$ cat src/rtl/uart_packet_tx.sv
// UART packet transmitter: fetches MSG_LEN words, splits them into frames
// (MS chunk first) and serializes with optional parity and error injection.
module uart_packet_tx #(
    parameter int FREQUENCY   = 50_000_000,
    parameter int SPEED       = 9600,
    parameter int DATA_BITS   = 8,
    parameter int WORD_W      = 16,
    parameter int PARITY      = 0,
    parameter int STOP_BITS   = 1,
    parameter int MSG_LEN     = 5,
    parameter int ADDR_W      = 4,
    parameter int BASE_ADDR   = 0,
    parameter int FRAME_IDX_W = 8
) (
    input  logic                   CLK_i,
    input  logic                   reset_n,
    input  logic                   start_i,
    input  logic                   abort_i,
    output logic [ADDR_W-1:0]      mem_addr_o,
    input  logic [WORD_W-1:0]      mem_data_i,
    input  logic                   err_en_i,
    input  logic [FRAME_IDX_W-1:0] err_idx_i,
    input  logic [DATA_BITS-1:0]   err_mask_i,
    output logic                   tx_o,
    output logic                   busy_o,
    output logic                   done_o,
    output logic [FRAME_IDX_W-1:0] frame_idx_o
);

    localparam int DIV      = FREQUENCY / SPEED;
    localparam int FPW      = WORD_W / DATA_BITS;
    localparam int STOP_LEN = STOP_BITS * DIV;
    localparam int CNT_W    = $clog2(STOP_LEN + 1);
    localparam int BIT_W    = $clog2(DATA_BITS);
    localparam int CH_W     = (FPW > 1) ? $clog2(FPW) : 1;
    localparam int WC_W     = (MSG_LEN > 1) ? $clog2(MSG_LEN) : 1;

    typedef enum logic [2:0] {
        IDLE, FETCH, LOAD, START, DATA, PAR, STOP
    } state_t;

    state_t                 state, state_n;
    logic [CNT_W-1:0]       baud, baud_n;
    logic [BIT_W-1:0]       bit_cnt, bit_cnt_n;
    logic [CH_W-1:0]        chunk, chunk_n;
    logic [WC_W-1:0]        wc, wc_n;
    logic [WORD_W-1:0]      word_q, word_n;
    logic                   err_en_q, err_en_n;
    logic [FRAME_IDX_W-1:0] err_idx_q, err_idx_n;
    logic [DATA_BITS-1:0]   err_mask_q, err_mask_n;
    logic [ADDR_W-1:0]      addr_n;
    logic                   busy_n, done_n;
    logic [FRAME_IDX_W-1:0] fidx_n;

    logic [DATA_BITS-1:0]   clean;
    logic [DATA_BITS-1:0]   line_bits;
    logic                   hit;
    logic                   par_bit;
    logic                   baud_end;

    always_ff @(posedge CLK_i) begin
        if (!reset_n) begin
            state       <= IDLE;
            baud        <= '0;
            bit_cnt     <= '0;
            chunk       <= '0;
            wc          <= '0;
            word_q      <= '0;
            err_en_q    <= 1'b0;
            err_idx_q   <= '0;
            err_mask_q  <= '0;
            mem_addr_o  <= ADDR_W'(BASE_ADDR);
            busy_o      <= 1'b0;
            done_o      <= 1'b0;
            frame_idx_o <= '0;
        end else begin
            state       <= state_n;
            baud        <= baud_n;
            bit_cnt     <= bit_cnt_n;
            chunk       <= chunk_n;
            wc          <= wc_n;
            word_q      <= word_n;
            err_en_q    <= err_en_n;
            err_idx_q   <= err_idx_n;
            err_mask_q  <= err_mask_n;
            mem_addr_o  <= addr_n;
            busy_o      <= busy_n;
            done_o      <= done_n;
            frame_idx_o <= fidx_n;
        end
    end

    // Parity always covers the clean chunk so injected errors stay detectable
    assign clean     = word_q[int'(chunk) * DATA_BITS +: DATA_BITS];
    assign hit       = err_en_q && (frame_idx_o == err_idx_q);
    assign line_bits = clean ^ (hit ? err_mask_q : '0);
    assign par_bit   = (^clean) ^ (PARITY == 2);
    assign baud_end  = (baud == '0);

    always_comb begin
        state_n    = state;
        baud_n     = baud;
        bit_cnt_n  = bit_cnt;
        chunk_n    = chunk;
        wc_n       = wc;
        word_n     = word_q;
        err_en_n   = err_en_q;
        err_idx_n  = err_idx_q;
        err_mask_n = err_mask_q;
        addr_n     = mem_addr_o;
        busy_n     = busy_o;
        done_n     = 1'b0;
        fidx_n     = frame_idx_o;
        case (state)
            IDLE: begin
                if (start_i && !abort_i) begin
                    err_en_n   = err_en_i;
                    err_idx_n  = err_idx_i;
                    err_mask_n = err_mask_i;
                    addr_n     = ADDR_W'(BASE_ADDR);
                    wc_n       = '0;
                    busy_n     = 1'b1;
                    state_n    = FETCH;
                end
            end
            FETCH: state_n = LOAD;
            LOAD: begin
                word_n  = mem_data_i;
                chunk_n = CH_W'(FPW - 1);
                baud_n  = CNT_W'(DIV - 1);
                state_n = START;
            end
            START: begin
                if (baud_end) begin
                    baud_n    = CNT_W'(DIV - 1);
                    bit_cnt_n = '0;
                    state_n   = DATA;
                end else begin
                    baud_n = baud - CNT_W'(1);
                end
            end
            DATA: begin
                if (!baud_end) begin
                    baud_n = baud - CNT_W'(1);
                end else if (bit_cnt != BIT_W'(DATA_BITS - 1)) begin
                    baud_n    = CNT_W'(DIV - 1);
                    bit_cnt_n = bit_cnt + BIT_W'(1);
                end else if (PARITY != 0) begin
                    baud_n  = CNT_W'(DIV - 1);
                    state_n = PAR;
                end else begin
                    baud_n  = CNT_W'(STOP_LEN - 1);
                    state_n = STOP;
                end
            end
            PAR: begin
                if (baud_end) begin
                    baud_n  = CNT_W'(STOP_LEN - 1);
                    state_n = STOP;
                end else begin
                    baud_n = baud - CNT_W'(1);
                end
            end
            STOP: begin
                if (!baud_end) begin
                    baud_n = baud - CNT_W'(1);
                end else begin
                    fidx_n = frame_idx_o + FRAME_IDX_W'(1);
                    // Disarm after use so a wrapped index cannot hit twice
                    if (hit) err_en_n = 1'b0;
                    if (chunk != '0) begin
                        chunk_n = chunk - CH_W'(1);
                        baud_n  = CNT_W'(DIV - 1);
                        state_n = START;
                    end else if (wc != WC_W'(MSG_LEN - 1)) begin
                        addr_n  = mem_addr_o + ADDR_W'(1);
                        wc_n    = wc + WC_W'(1);
                        state_n = FETCH;
                    end else begin
                        done_n  = 1'b1;
                        busy_n  = 1'b0;
                        fidx_n  = '0;
                        state_n = IDLE;
                    end
                end
            end
            default: state_n = IDLE;
        endcase
        if (abort_i && state != IDLE) begin
            state_n = IDLE;
            busy_n  = 1'b0;
            done_n  = 1'b0;
            fidx_n  = '0;
        end
    end

    always_comb begin
        tx_o = 1'b1;
        case (state)
            START:   tx_o = 1'b0;
            DATA:    tx_o = line_bits[bit_cnt];
            PAR:     tx_o = par_bit;
            default: tx_o = 1'b1;
        endcase
    end

endmodule
$ cat config.mk
export PLATFORM = sky130hd
export DESIGN_NAME = uart_packet_tx
export DESIGN_NICKNAME = d
export VERILOG_FILES = /design/src/rtl/uart_packet_tx.sv
export SDC_FILE = /design/constraint.sdc
export NUM_CORES = 1
export LEC_CHECK = 0
export BUFFER_PORTS_ARGS = -buffer_cell sky130_fd_sc_hd__buf_2
export CORE_ASPECT_RATIO = 1.25
export CORE_UTILIZATION = 52
export DETAILED_ROUTE_END_ITERATION = 12
export GPL_TIMING_DRIVEN = 0
export PLACE_DENSITY = 0.77
export SLEW_MARGIN = 5
export SYNTH_ARGS = -nofsm -noshare
export SYNTH_HDL_FRONTEND = slang
export SYNTH_SLANG_ARGS = --single-unit
export TNS_END_PERCENT = 5
$ cat constraint.sdc
create_clock -name CLK_i -period 2 [get_ports CLK_i]
set_input_delay 0.2 -clock CLK_i [delete_from_list [all_inputs] [get_ports CLK_i]]
set_output_delay 0.2 -clock CLK_i [all_outputs]
set_load 0.02 [all_outputs]
# ---- Word-level counts from Yosys, hierarchy flattened
# Index checks and enable logic that the tools add are counted.
dict set report totals {
  input_bits 37
  out_inout_bits 15
  reg_bits 70
  ram_bits 0
  memories 0
  latchBits 0
  word_cells 116
  romBits 0
}
dict set report op_classes {
  reduce_logical 24
  order_cmp 1
  n_addsub 6
  eq_ne 21
  n_shift 1
  n_mul 0
  n_bitwise 4
  mux 46
  div 0
}
# op n
set ops {}
lappend ops {{13-bit two-way mux} 3}
lappend ops {{3-bit two-way mux} 13}
lappend ops {{13-bit one-hot mux with 3 select lines} 1}
lappend ops {{8-bit two-way mux} 3}
lappend ops {{2-bit != test, second input constant} 11}
lappend ops {{3-bit one-hot mux with 7 select lines} 1}
lappend ops {{4-bit two-way mux} 4}
lappend ops {{16-bit by 5-bit variable part select with 8-bit output} 1}
lappend ops {{13-bit logical NOT} 1}
lappend ops {{13-bit by 1-bit subtractor with 13-bit output, second input constant} 1}
lappend ops {{1-bit two-way mux} 12}
lappend ops {{3-bit one-hot mux with 2 select lines} 2}
lappend ops {{5-bit AND reduction} 2}
lappend ops {{3-bit equality test, second input constant} 3}
lappend ops {{3-bit != test, second input constant} 3}
lappend ops {{8-bit by 1-bit adder with 8-bit output, second input constant} 1}
lappend ops {{8-bit equality test} 1}
lappend ops {{4-bit one-hot mux with 2 select lines} 1}
lappend ops {{2-bit AND reduction} 4}
lappend ops {{4-bit AND reduction} 2}
lappend ops {{8-bit parity} 1}
lappend ops {{8-bit XOR} 1}
lappend ops {{3-bit by 1-bit adder with 3-bit output, second input constant} 2}
lappend ops {{3-bit by 2-bit equality test with 1-bit output, second input constant} 2}
lappend ops {{18 further kinds} 27}

# ---- Logic depth before layout (Yosys ltp)
dict set report depth {
  depth_word 7
  depth_mapped 9
  mapped_depth_nobuf 8
}

# ---- Worst setup path after synthesis
# OpenSTA, ideal clock, no wires.
dict set report synth_timing {
  path_kind {reg2out}
  from {reg frame_idx_o[0]}
  to {out tx_o}
  arrival_time_ns 2.097
  path_stages_with_launch 8
  slack_ns -0.297
  required_time_ns 1.800
  path_cell_list {dfxtp_1 -> xor2_1 -> or3_1 -> clkbuf_1 -> nor3_1 -> a211oi_1 -> a311o_1 -> nand4b_1}
}
dict set report synth_between {
  elab_chain_cells 7
}
# element line
set synth_lines {}
lappend synth_lines {{start, declared} 27} ;# output logic [FRAME_IDX_W-1:0] frame_idx_o
lappend synth_lines {{start signal, assigned} 89} ;# frame_idx_o <= fidx_n;
lappend synth_lines {{8-bit equality test} 95} ;# assign hit = err_en_q && (frame_idx_o == err_idx_q);
lappend synth_lines {{1-bit logical AND} 95}
lappend synth_lines {{8-bit two-way mux} 96} ;# assign line_bits = clean ^ (hit ? err_mask_q : '0);
lappend synth_lines {{8-bit XOR} 96}
lappend synth_lines {{1-bit binary-select mux with 3-bit select} 201} ;# DATA: tx_o = line_bits[bit_cnt];
lappend synth_lines {{1-bit two-way mux (not written as such)} 201}
lappend synth_lines {{1-bit one-hot mux with 3 select lines} 199} ;# case (state)
lappend synth_lines {{end, declared} 24} ;# output logic tx_o,
# Every way passes these cells. The select of a mux whose other input is x is not followed.

# ---- Worst setup path after layout
# Same ends and word-level chain as after synthesis.

==> impl_metrics.json <==
{
  "drt_iter0_markers": 118,
  "die_w_um": 76.7,
  "rows": 33,
  "drive_gt1_share_pct": 24.6,
  "final_nets": 572,
  "syn_nets": 499,
  "reg2reg_setup_slack_ns": -0.07,
  "gp_congestion": 0.908,
  "cts_tree": "done",
  "synth_seq_area_share_pct": 38.6,
  "port_buffers": 50,
  "cts.sinks": 70,
  "num_vias": 3409,
  "total_power_mw": 3.54,
  "overflow": 0,
  "io_pins": 52,
  "diodes": 0,
  "worstSetupPathType": "flop to output port",
  "ir_drop_mv": 0.429,
  "grt_pass1_wl_mm": 13.7,
  "reg2reg_to": "baud[12]",
  "final_common_cell": "nand2_1",
  "crit_path_cell_trace": "xor2_1 -> or3_1 -> buf_6 -> nor3_4 -> nand2_1 -> a311o_1 -> nand4b_1 -> buf_4",
  "cts-root-buf": "clkbuf_8",
  "synth-edff-count": 0,
  "die-area_mm2": 0.00731,
  "final_cell_mix": "91 x nand2_1, 58 x dfxtp_1, 50 x buf_2, 48 x a21oi_1, 40 x nor2_1",
  "drt_wl_total_mm": 8.73,
  "cp-end-kind": "output port",
  "dpl.hpwl_mm": 6.23,
  "antenna_found_initial": 0,
  "vias_per_cell": 5.51,
  "crit_start": "frame_idx_o[0]",
  "clock-skew-final_ns": 0.0122,
  "cts_htree_levels": 3,
  "period_minus_slack_ns": 2.62,
  "fin_util_pct": 67.9,
  "dp_slack_ns": -0.388,
  "rsz0062_at_grt": "yes",
  "worstPathRequired_ns": 1.80,
  "start_kind": "flop",
  "ys_ff_latch": 70,
  "setup_violations": 5,
  "fin_cells": 619,
  "relSlewSlack_pct": 61.5,
  "fmax_mhz": 381,
  "worst_pin_slew_ns": 0.578,
  "grt_pass1_vias": 3141,
  "power_leakage_nw": 1.82,
  "r2r_start": "baud[1]",
  "min_path_cells": 3,
  "drc": 0,
  "dr.pass1.iters": 4,
  "cp_max_fo": 6,
  "status": "finished with violations",
  "tns_ns": -0.751,
  "critPathMaxStageDelay_ns": 0.40,
  "dp.cells": 592,
  "core_area_mm2": 0.00665,
  "clk_latency_ns": 0.36,
  "yosysUniqueCellTypes": 51,
  "place_area_mm2": 0.00405,
  "worstPathArrival_ns": 2.42,
  "setup_slack_ns": -0.623,
  "syn_area_mm2": 0.00363,
  "synth_top_flop_cell": "dfxtp_1",
  "area_growth_pct": 24.5,
  "cts_buffer_depth": 2,
  "die_h_um": 95.4,
  "grtUsageTotal_pct": 23.6,
  "timing.final.crit_share_pct": 131,
  "cts_buffers": 9,
  "syn_avg_cell_area_um2": 7.97,
  "final_area_mm2": 0.00452,
  "grt_max_degree": 13,
  "hold_violations": 0,
  "p_per_area_mw_per_mm2": 785,
  "slew_violations": 0,
  "routedWlPerCell_um": 14.1,
  "fin_hold_ws_ns": 0.0669,
  "violations": "negative setup slack",
  "clk_pin_slew_ns": 0.08,
  "worstSetupEndpoint": "tx_o",
  "r2r_cells": 8,
  "antenna_left": 0,
  "synthArstFlopShare_pct": 0,
  "slowest_stage": "or3_1",
  "min_path_type": "input port to flop",
  "synthCells": 455,
  "initial_core_util_pct": 54.5,
  "yosys_warnings": 0,
  "max-cap-violations": 0
}
## layout make-up
type                       instances  area [µm²]
timing repair buffer              64         358
tap                               87         109
buffer                            19         100
sequential                        70        1420
clock buffer                       9         124
multi-input combinational        348        2230
fill                             569        2130
inverter                          16        60.1
clock inverter                     6         111
## worst max-delay path, delay by kind of cell, from the launching register on
family                    cells  cell delay, ns
and+or+nand+nor               4            0.87
DFF                           1            0.36
AOI/OAI and AO/OA             1            0.36
buffers and inverters         2            0.33
xor gates and xnor gates      1            0.16
## state kept, by name, summed over array words and instances (netlist names), 4 cells and up
register / flops
mem_addr_o: 4
baud: 13
word_q: 16
frame_idx_o: 8
err_mask_q: 8
err_idx_q: 8
## cells by family after synthesis
group | count (synthesis) | synth area share (%)
flip-flops | 70 | 38.6
AND/OR/NAND/NOR | 197 | 26.1
adder cells (fa/ha/maj) | 7 | 2.42
XOR/XNOR | 36 | 8.70
buffers and inverters | 37 | 3.83
multiplexers | 18 | 5.07
AO/OA/AOI/OAI | 90 | 15.2
## report_power, final
part	internal (mW)	switching (mW)
Clock	0.821	0.553
Combinational	0.288	0.372
Sequential	1.45	0.0577
Total	2.56	0.983
## Yosys cell counts, drive strengths merged (5+ instances only)
cell	n	area, µm²
xor2	22	193
nor2	43	166
nand4	7	43.8
inv	14	52.6
ha	7	87.6
nand3	5	25.0
nor4	8	65.1
nand2b	6	37.5
dfxtp	70	1400
xnor2	14	123
nand2	92	345
clkbuf	21	78.8
mux2i	15	150
nor3	10	55.1
o21ai	7	35.0
a21oi	49	245
## worst min-delay path by stage
stage / from / end
final: err_idx_i[5] / err_idx_q[5]
after global routing: err_idx_i[7] / err_idx_q[7]
after CTS: err_idx_i[5] / err_idx_q[5]
after detailed placement: mem_data_i[8] / word_q[8]
after global placement: mem_data_i[14] / word_q[14]
after floorplan: err_mask_i[1] / err_mask_q[1]
## timing repair
action                     in CTS  in global routing
cloned                          1                  0
setup endpoints to repair      50                 48
gates resized for setup        19                 26
pin swaps                       8                 10
hold buffers                    0                  0
buffers inserted                4                  9
## per-layer routing
layer / vias to the layer above / part of all wire [%] / wire, µm / track usage [%]
met1: 1579 / 43 / 3760 / 26.7
met2: 95 / 49 / 4300 / 41.7
met4: 0 / 3.0 / 258 / 12.3
li1: 1711 / - / - / -
met3: 24 / 4.7 / 409 / 4.88
met5: - / 0 / 0 / 0
Note: power is estimated with default switching activity, not from simulation.
